$ cat src/rtl/stream_demux6.sv
`default_nettype none
// ============================================================================
// stream_demux6 : registered 1-to-6 valid/ready stream demultiplexer with
//                 illegal-select drop and saturating error counter.
// Revision      : 1.0
// ============================================================================
module stream_demux6 #(
  parameter int DATA_W    = 4,
  parameter int ERR_CNT_W = 8
) (
  input  logic                 clk,
  input  logic                 rst_n,
  input  logic                 in_valid,
  output logic                 in_ready,
  input  logic [2:0]           in_sel,
  input  logic [DATA_W-1:0]    in_data,
  output logic [5:0]           out_valid,
  input  logic [5:0]           out_ready,
  output logic [DATA_W-1:0]    out_data0,
  output logic [DATA_W-1:0]    out_data1,
  output logic [DATA_W-1:0]    out_data2,
  output logic [DATA_W-1:0]    out_data3,
  output logic [DATA_W-1:0]    out_data4,
  output logic [DATA_W-1:0]    out_data5,
  input  logic                 err_clr,
  output logic                 err_flag,
  output logic [ERR_CNT_W-1:0] err_cnt
);

  logic [5:0]             valid_q, valid_d;
  logic [5:0][DATA_W-1:0] data_q;
  logic                   err_flag_q, err_flag_d;
  logic [ERR_CNT_W-1:0]   err_cnt_q, err_cnt_d;

  logic [5:0] free;
  logic [5:0] load;
  logic       legal;
  logic       sel_free;
  logic       accept;
  logic       ill_accept;

  // Illegal selects are always accepted so they can be dropped and counted.
  always_comb begin
    free     = ~valid_q | out_ready;
    legal    = (in_sel < 3'd6);
    sel_free = 1'b1;
    case (in_sel)
      3'd0:    sel_free = free[0];
      3'd1:    sel_free = free[1];
      3'd2:    sel_free = free[2];
      3'd3:    sel_free = free[3];
      3'd4:    sel_free = free[4];
      3'd5:    sel_free = free[5];
      default: sel_free = 1'b1;
    endcase
    in_ready   = sel_free;
    accept     = in_valid & sel_free;
    ill_accept = accept & ~legal;
    load       = '0;
    for (int n = 0; n < 6; n++) begin
      load[n] = accept & (in_sel == 3'(n));
    end
    valid_d = (valid_q & ~out_ready) | load;
  end

  // A new illegal event takes priority over a simultaneous clear.
  always_comb begin
    err_flag_d = err_flag_q;
    err_cnt_d  = err_cnt_q;
    if (ill_accept) begin
      err_flag_d = 1'b1;
      if (err_clr) begin
        err_cnt_d = ERR_CNT_W'(1);
      end else if (err_cnt_q != {ERR_CNT_W{1'b1}}) begin
        err_cnt_d = err_cnt_q + ERR_CNT_W'(1);
      end
    end else if (err_clr) begin
      err_flag_d = 1'b0;
      err_cnt_d  = '0;
    end
  end

  always_ff @(posedge clk or negedge rst_n) begin
    if (!rst_n) begin
      valid_q    <= '0;
      data_q     <= '0;
      err_flag_q <= 1'b0;
      err_cnt_q  <= '0;
    end else begin
      valid_q    <= valid_d;
      err_flag_q <= err_flag_d;
      err_cnt_q  <= err_cnt_d;
      for (int n = 0; n < 6; n++) begin
        if (load[n]) data_q[n] <= in_data;
      end
    end
  end

  assign out_valid = valid_q;
  assign out_data0 = data_q[0];
  assign out_data1 = data_q[1];
  assign out_data2 = data_q[2];
  assign out_data3 = data_q[3];
  assign out_data4 = data_q[4];
  assign out_data5 = data_q[5];
  assign err_flag  = err_flag_q;
  assign err_cnt   = err_cnt_q;

endmodule
`default_nettype wire
$ cat config.mk
export PLATFORM = sky130hd
export DESIGN_NAME = stream_demux6
export DESIGN_NICKNAME = d
export VERILOG_FILES = /design/src/rtl/stream_demux6.sv
export SDC_FILE = /design/constraint.sdc
export NUM_CORES = 1
export LEC_CHECK = 0
export ABC_AREA = 1
export ABC_CLOCK_PERIOD_IN_PS = 2100
export BUFFER_PORTS_ARGS = -buffer_cell sky130_fd_sc_hd__buf_2
export CELL_PAD_IN_SITES_DETAIL_PLACEMENT = 0
export CELL_PAD_IN_SITES_GLOBAL_PLACEMENT = 1
export CORE_UTILIZATION = 40
export DETAILED_ROUTE_END_ITERATION = 12
export PLACE_DENSITY_LB_ADDON = 0.08
export REMOVE_ABC_BUFFERS = 1
export SLEW_MARGIN = 20
export SYNTH_ARGS = -nofsm -noshare
export SYNTH_HDL_FRONTEND = slang
export SYNTH_SLANG_ARGS = --single-unit
$ cat constraint.sdc
create_clock -name clk -period 2.1 [get_ports clk]
set_input_delay 0.42 -clock clk [delete_from_list [all_inputs] [get_ports clk]]
set_output_delay 0.42 -clock clk [all_outputs]
set_load 0.05 [all_outputs]
==> metrics.md, run 1 <==
| Metric | Value |
|---|---|
| Worst hold path type | in -> async |
| Total Wirelength | approximately 4300 µm |
| Initial antenna violation count | 0 |
| Post-synthesis sequential area ratio | approximately half |
| Most common cell in the netlist | nand2_1 |
| HPWL Detailed | between 3000 and 4000 µm |
| Drt initial violations | 118 |
| Clock Tree Root | clkbuf_8 |
| Post-synth top cells | nand2_1, dfrtp_1, nand4_1 |
| Critical Path Fanout Max | 3 |
| MaxCap Viol Count | 0 |
| Grt ovf | 0 |
| First-pass GRT wire length | between 7000 and 8000 µm |
| Clk_lat worst skew | roughly 0.28 ns |
| Worst-path clk slew | 0.07 ns |
| Vert. Die Dim | ~71 µm |
| Max Transition Viols Final | 0 |
| Measured slew at the worst slew-check pin | 0.483 ns |
| Area after DPL | about 2300 µm² |
| CTS tree | done |
| Final nets | ~300 |
| Number of synthesized flops with an enable pin | 0 |
| Status | complete, no violations |
| TritonRoute pass-1 iters | 6 |
| Crit path max-delay cell type | dfrtp_1 |
| Count of final setup violators | 0 |
| Ranking of synthesized cells by area | dfrtp_1, nand2_1, nand4_1 |
| CP top delay family | simple AND/OR/NAND/NOR gates |
| Total global-route track usage | between 10% and 20% |
| Worst path cell trace | inv_1 -> nor2_1 -> nor2_1 -> nor2_1 -> nand2_4 -> buf_2 |
| Setup CP Type | reg -> out |
| FP Rows | 24 |
| Post-route cell area | between 2000 and 2500 µm² |
| Slew margin rel. | between 60% and 70% |
| Hold Fails Final Rpt | 0 |
| Worst endpoint required time | 1.68 ns |
| Bufs and invs on worst path | 2 |
| Core area | roughly 4500 µm² |
| RSZ-0062 raised after global routing | no |
| CP startpoint kind | register |
| Final Cycle Share | between 80% and 90% |
| Fin Setup TNS | 0 ns |
| DR WL/cell | approximately 13 µm |
| Final GP Congestion | roughly 0.82 |
| CP Data Arrival Time | between 1 and 1.5 ns |
| Clock Skew | 0.00332 ns |
| P_leak | approximately 1.3 nW |
| Die W | 71.2 µm |
| Fin cells | roughly 340 |
| Total power | approximately 2.2 mW |
| CTS resizes | 0 |
| Largest net degree at the start of global routing | 40 |
| CTS Buf Count | 5 |
| Vias/cell | just under 5 |
| Leading area contributor after synthesis | dfrtp_1 |
| Synthesis-stage register bit count | 39 |
| Vias | about 1,700 |
| Ys async rst share | 100% |
| Antenna diodes | 0 |
| Syn Area/Cell | approximately 8.5 µm² |
| Input/output buffers | 56 |
| Power density cells | ~950 nW/µm² |
| H-Tree Depth | 2 |
| Slowest stage delay, CP | ~0.34 ns |
| Cell count after synthesis | between 200 and 250 |
| Die area | between 5000 and 6000 µm² |
| Synth unique cells | 23 |
| Post CTS Setup Buffer Count | 0 |
| Fmax | ~560 MHz |
| Starting density of the core | a little over two fifths |
| Layout cells sized above 1 | 27.2% |
| DRC Markers | 0 |
| Final min period | about 1.8 ns |
| Worst Setup End Kind | primary output |
| Area growth syn-to-layout | 21.8% |
| Post-route ant nets | 0 |
| Vias in the first global route | roughly 1,500 |
| Synth Flop Type | dfrtp_1 |
| Netlist Area Pre-Place | 1910 µm² |
| Post-CTS Hold Fix Bufs | 0 |
| Yosys warns | 0 |
| Post-synth top area share | between 50% and 60% |
| Clock Path Buffers | 2 |
| CTS sink cnt | 39 |
| IO Pins | between 50 and 60 |
| VDD IR max | 0.625 mV |
| Cell repeated most along the worst path | nor2_1 |
| DP Cell Count | approximately 330 |
-- cell usage in the layout (no fill, tap or decap) --
| cell | instances |
|---|---|
| nor3_1 | 4 |
| o21ai_1 | 1 |
| nand3_4 | 5 |
| o22ai_1 | 1 |
| nor2_1 | 10 |
| buf_2 | 56 |
| nand2_2 | 2 |
| nor2_4 | 1 |
| buf_4 | 7 |
| ha_1 | 1 |
| a21oi_1 | 1 |
| nand3_1 | 17 |
| inv_1 | 20 |
| nand4_1 | 27 |
| inv_2 | 1 |
| xor2_1 | 1 |
| clkbuf_8 | 5 |
| xnor2_1 | 1 |
| o21ai_0 | 5 |
| dfrtp_1 | 39 |
| nand2_1 | 80 |
| clkbuf_1 | 1 |
| nand2_4 | 1 |
-- worst register-to-register path, stage by stage (launching register included) --
cell,delay [ns]
dfrtp_1,0.41
ha_1,0.20
nand3_1,0.11
nor2_1,0.20
nand4_1,0.21
nand2_1,0.21
nand2_2,0.12
o21ai_0,0.16
-- layout make-up --
class,instances,area (µm²)
Timing Repair Buffer,63,333
Multi-Input combinational cell,158,806
Inverter,21,78.8
Tap cell,52,65.1
Sequential cell,39,976
Fill cell,445,2140
Clock buffer,6,72.6
-- logic make-up (layout without fill, tap and decap cells) --
group	count (synthesis)	after routing	share of synthesized area [%]
AND/OR/NAND/NOR	147	147	38.4
buffers and inverters	28	90	6.87
XOR/XNOR	2	2	0.916
flip-flops	39	39	51.0
adder cells (fa/ha/maj)	1	1	0.654
AO/OA/AOI/OAI	8	8	2.16
-- worst paths after layout --
kind | slack (ns) | end | depth (start not counted) | startpoint
setup / recovery | 0.30 | in_ready | 6 | out_valid[0]
hold / removal | 0.17 | out_data3[1] | 2 | rst_n
setup reg to reg | 0.40 | err_cnt[5] | 7 | err_cnt[0]
hold reg to reg | 0.47 | out_data0[3] | 2 | out_data0[3]
max in group asynchronous | 1.58 | out_valid[1] | 2 | rst_n
min in group clk | 0.30 | out_valid[0] | 2 | out_ready[0]
-- layer usage --
layer  part of all wire, %  GRT usage, %
met4                   1.0          6.00
met1                    48          26.7
met2                    44          28.3
met3                   6.8          4.70
met5                     0             0
-- sequential cells by signal, summed over array words and instances (netlist names) --
| signal | cells |
|---|---|
| err_cnt | 8 |
| err_flag | 1 |
| out_data0 | 4 |
| out_data1 | 4 |
| out_data2 | 4 |
| out_data3 | 4 |
| out_data4 | 4 |
| out_data5 | 4 |
| out_valid | 6 |
-- report_power, final --
part / internal [mW] / leakage (nW) / switching [mW] / total [mW]
sequential: 0.873 / 0.510 / 0.0619 / 0.934
clock: 0.221 / 0.0371 / 0.235 / 0.456
combinational: 0.170 / 0.782 / 0.652 / 0.822
total: 1.26 / 1.33 / 0.949 / 2.21
-- per-stage QoR --
stage | setup slack [ns] | util (%) | hold WS [ns]
2_1_floorplan | 0.253 | - | 0.124
3_3_place_gp | 0.335 | 50.5 | 0.448
3_5_place_dp | 0.322 | 50.5 | 0.454
4_1_cts | 0.274 | 52.1 | 0.191
5_1_grt | 0.188 | 52.1 | 0.226
6_report | 0.299 | 52.1 | 0.169
Note: power is estimated with default switching activity, not from simulation.
==> run 2, diff against run 1 <==
--- a/config.mk
+++ b/config.mk
@@ -12,7 +12,7 @@
 export CELL_PAD_IN_SITES_GLOBAL_PLACEMENT = 1
 export CORE_UTILIZATION = 40
 export DETAILED_ROUTE_END_ITERATION = 12
-export PLACE_DENSITY_LB_ADDON = 0.08
+export PLACE_DENSITY = 0.8
 export REMOVE_ABC_BUFFERS = 1
 export SLEW_MARGIN = 20
 export SYNTH_ARGS = -nofsm -noshare
==> metrics.md, run 2 (same netlist as run 1, synthesis figures left out) <==
| Metric | Value |
|---|---|
| Status | complete, no violations (unchanged) |
| Vias | 1,702 (was 1,658) |
| Setup CP Type | reg -> out (unchanged) |
| Crit path max-delay cell type | dfrtp_1 (unchanged) |
| DRC Markers | 0 (unchanged) |
| HPWL Detailed | 3390 µm (was 3170 µm) |
| Area growth syn-to-layout | 23.0% (was 21.8%) |
| Fmax | 542 MHz (was 555 MHz) |
| Post-route ant nets | 0 (unchanged) |
| MaxCap Viol Count | 0 (unchanged) |
| FF-to-FF setup slack | 0.35 ns (was 0.40 ns) |
| Critical Path Fanout Max | 8 (was 3) |
| Clk_lat worst skew | 0.29 ns (was 0.28 ns) |
| Grt ovf | 0 (unchanged) |
| CP Data Arrival Time | 1.42 ns (was 1.38 ns) |
| Layout cells sized above 1 | 27.3% (was 27.2%) |
| Largest net degree at the start of global routing | 22 (was 40) |
| Input/output buffers | 56 (unchanged) |
| CTS resizes | 0 (unchanged) |
| IO Pins | 57 (unchanged) |
| Core area | 4470 µm² (unchanged) |
| Fin Setup TNS | 0 ns (unchanged) |
| Worst hold path type | in -> async (unchanged) |
| Total power | 2.26 mW (was 2.21 mW) |
| VDD IR max | 0.471 mV (was 0.625 mV) |
| Total Wirelength | 4500 µm (was 4320 µm) |
| Worst R2R Path Depth | 8 (was 7) |
| Max reg flops | 8 (unchanged) |
| Worst path cell trace | inv_1 -> nor2_1 -> nor2_1 -> nor2_1 -> nand2_4 -> buf_2 (unchanged) |
| FP Rows | 24 (unchanged) |
| Worst Setup End Kind | primary output (unchanged) |
| Most frequent cells in the layout | nand2_1, buf_2, dfrtp_1 (unchanged) |
| Cell repeated most along the worst path | nor2_1 (unchanged) |
| TritonRoute pass-1 iters | 6 (unchanged) |
| Utilization after layout | 52.6% (was 52.1%) |
| Power density cells | 960 nW/µm² (was 949 nW/µm²) |
| Clock Path Buffers | 2 (unchanged) |
| DR WL/cell | 13.2 µm (was 12.7 µm) |
| Max Transition Viols Final | 0 (unchanged) |
| Count of final setup violators | 0 (unchanged) |
| CTS tree | done (unchanged) |
| Clock Tree Root | clkbuf_8 (unchanged) |
| Final nets | 306 (unchanged) |
| Initial antenna violation count | 0 (unchanged) |
| Launching point of the worst reg2reg path | err_cnt[0] (unchanged) |
| Most common cell after layout, fill and taps aside | nand2_1 (unchanged) |
| RSZ-0062 raised after global routing | no (unchanged) |
| CTS Buf Count | 5 (unchanged) |
| Vias in the first global route | 1,598 (was 1,539) |
| Final min period | 1.84 ns (was 1.80 ns) |
| Total global-route track usage | 20.4% (was 18.8%) |
| Final Cycle Share | 87.8% (was 85.7%) |
| Slowest stage delay, CP | 0.34 ns (about the same) |
| Vert. Die Dim | 71.2 µm (unchanged) |
| CP startpoint kind | register (unchanged) |
| Post CTS Setup Buffer Count | 0 (unchanged) |
| Reg2Reg Capture Point | err_cnt[0] (was err_cnt[5]) |
| First-pass GRT wire length | 7890 µm (was 7360 µm) |
| Worst endpoint required time | 1.68 ns (about the same) |
| Die area | 5060 µm² (unchanged) |
| Hold_ws | 0.0841 ns (was 0.169 ns) |
| Vias/cell | 4.99 (was 4.89) |
| Measured slew at the worst slew-check pin | 0.500 ns (was 0.483 ns) |
| CTS sink cnt | 39 (unchanged) |
| Antenna diodes | 0 (unchanged) |
| Starting density of the core | 42.8% (unchanged) |
| Slew margin rel. | 66.7% (was 67.8%) |
| P_leak | 1.34 nW (was 1.33 nW) |
| H-Tree Depth | 2 (unchanged) |
| Die W | 71.2 µm (unchanged) |
| Drt initial violations | 126 (was 118) |
| Worst-path clk slew | 0.08 ns (was 0.07 ns) |
| Post-CTS Hold Fix Bufs | 0 (unchanged) |
| Hold Fails Final Rpt | 0 (unchanged) |
| Clock Skew | 0.00694 ns (was 0.00332 ns) |
| Final GP Congestion | 0.860 (was 0.820) |
[run 2: cell count changes in the layout (fill, tap and decap cells not counted), sizes merged]
cell and change:
clkbuf +1, clkinv +1
[run 2: routing by layer]
metal	track usage (%)	wire length (µm)	vias to the layer above
li1	-	-	875
met2	30.4	1970	37
met5	0	0	-
met1	29.3	2290	785
met3	4.70	168	5
met4	6.67	63	0
[run 2: power by group]
group          switching (mW)  internal, mW
Clock                   0.255         0.233
Sequential             0.0703         0.873
Combinational           0.654         0.172
[run 2: cell type report]
class,instances,area (µm²)
Tap cell,52,65.1
Inverter,21,78.8
Fill cell,462,2120
Timing Repair Buffer,63,345
Sequential cell,39,976
Clock inverter,1,5.00
Multi-Input combinational cell,158,806
Clock buffer,7,76.3
[run 2: how the worst max path moves through the flow]
stage                     slack, ns         start    endpoint
after floorplan                0.25    err_cnt[0]  err_cnt[0]
after CTS                      0.23  out_valid[0]    in_ready
after detailed placement       0.26     in_sel[1]    in_ready
after global routing           0.09    err_cnt[0]  err_cnt[3]
after global placement         0.30     in_sel[1]    in_ready
final                          0.26  out_valid[0]    in_ready
[run 2: metrics by stage]
| step | instances | cell area [µm²] | setup WS, ns |
|---|---|---|---|
| finish | 341 | 2350 | 0.256 |
| global route | 341 | 2350 | 0.0891 |
| CTS | 341 | 2350 | 0.231 |
| detailed placement | 333 | 2270 | 0.259 |
| global placement | 333 | 2270 | 0.303 |
| floorplan | 218 | 1860 | 0.253 |
[run 2: critical path, delay by kind of cell, from the launching register on]
kind,cells,cell delay [ns]
buffers and inverters,2,0.28
AND/OR/NAND/NOR,4,0.51
flip-flops,1,0.34
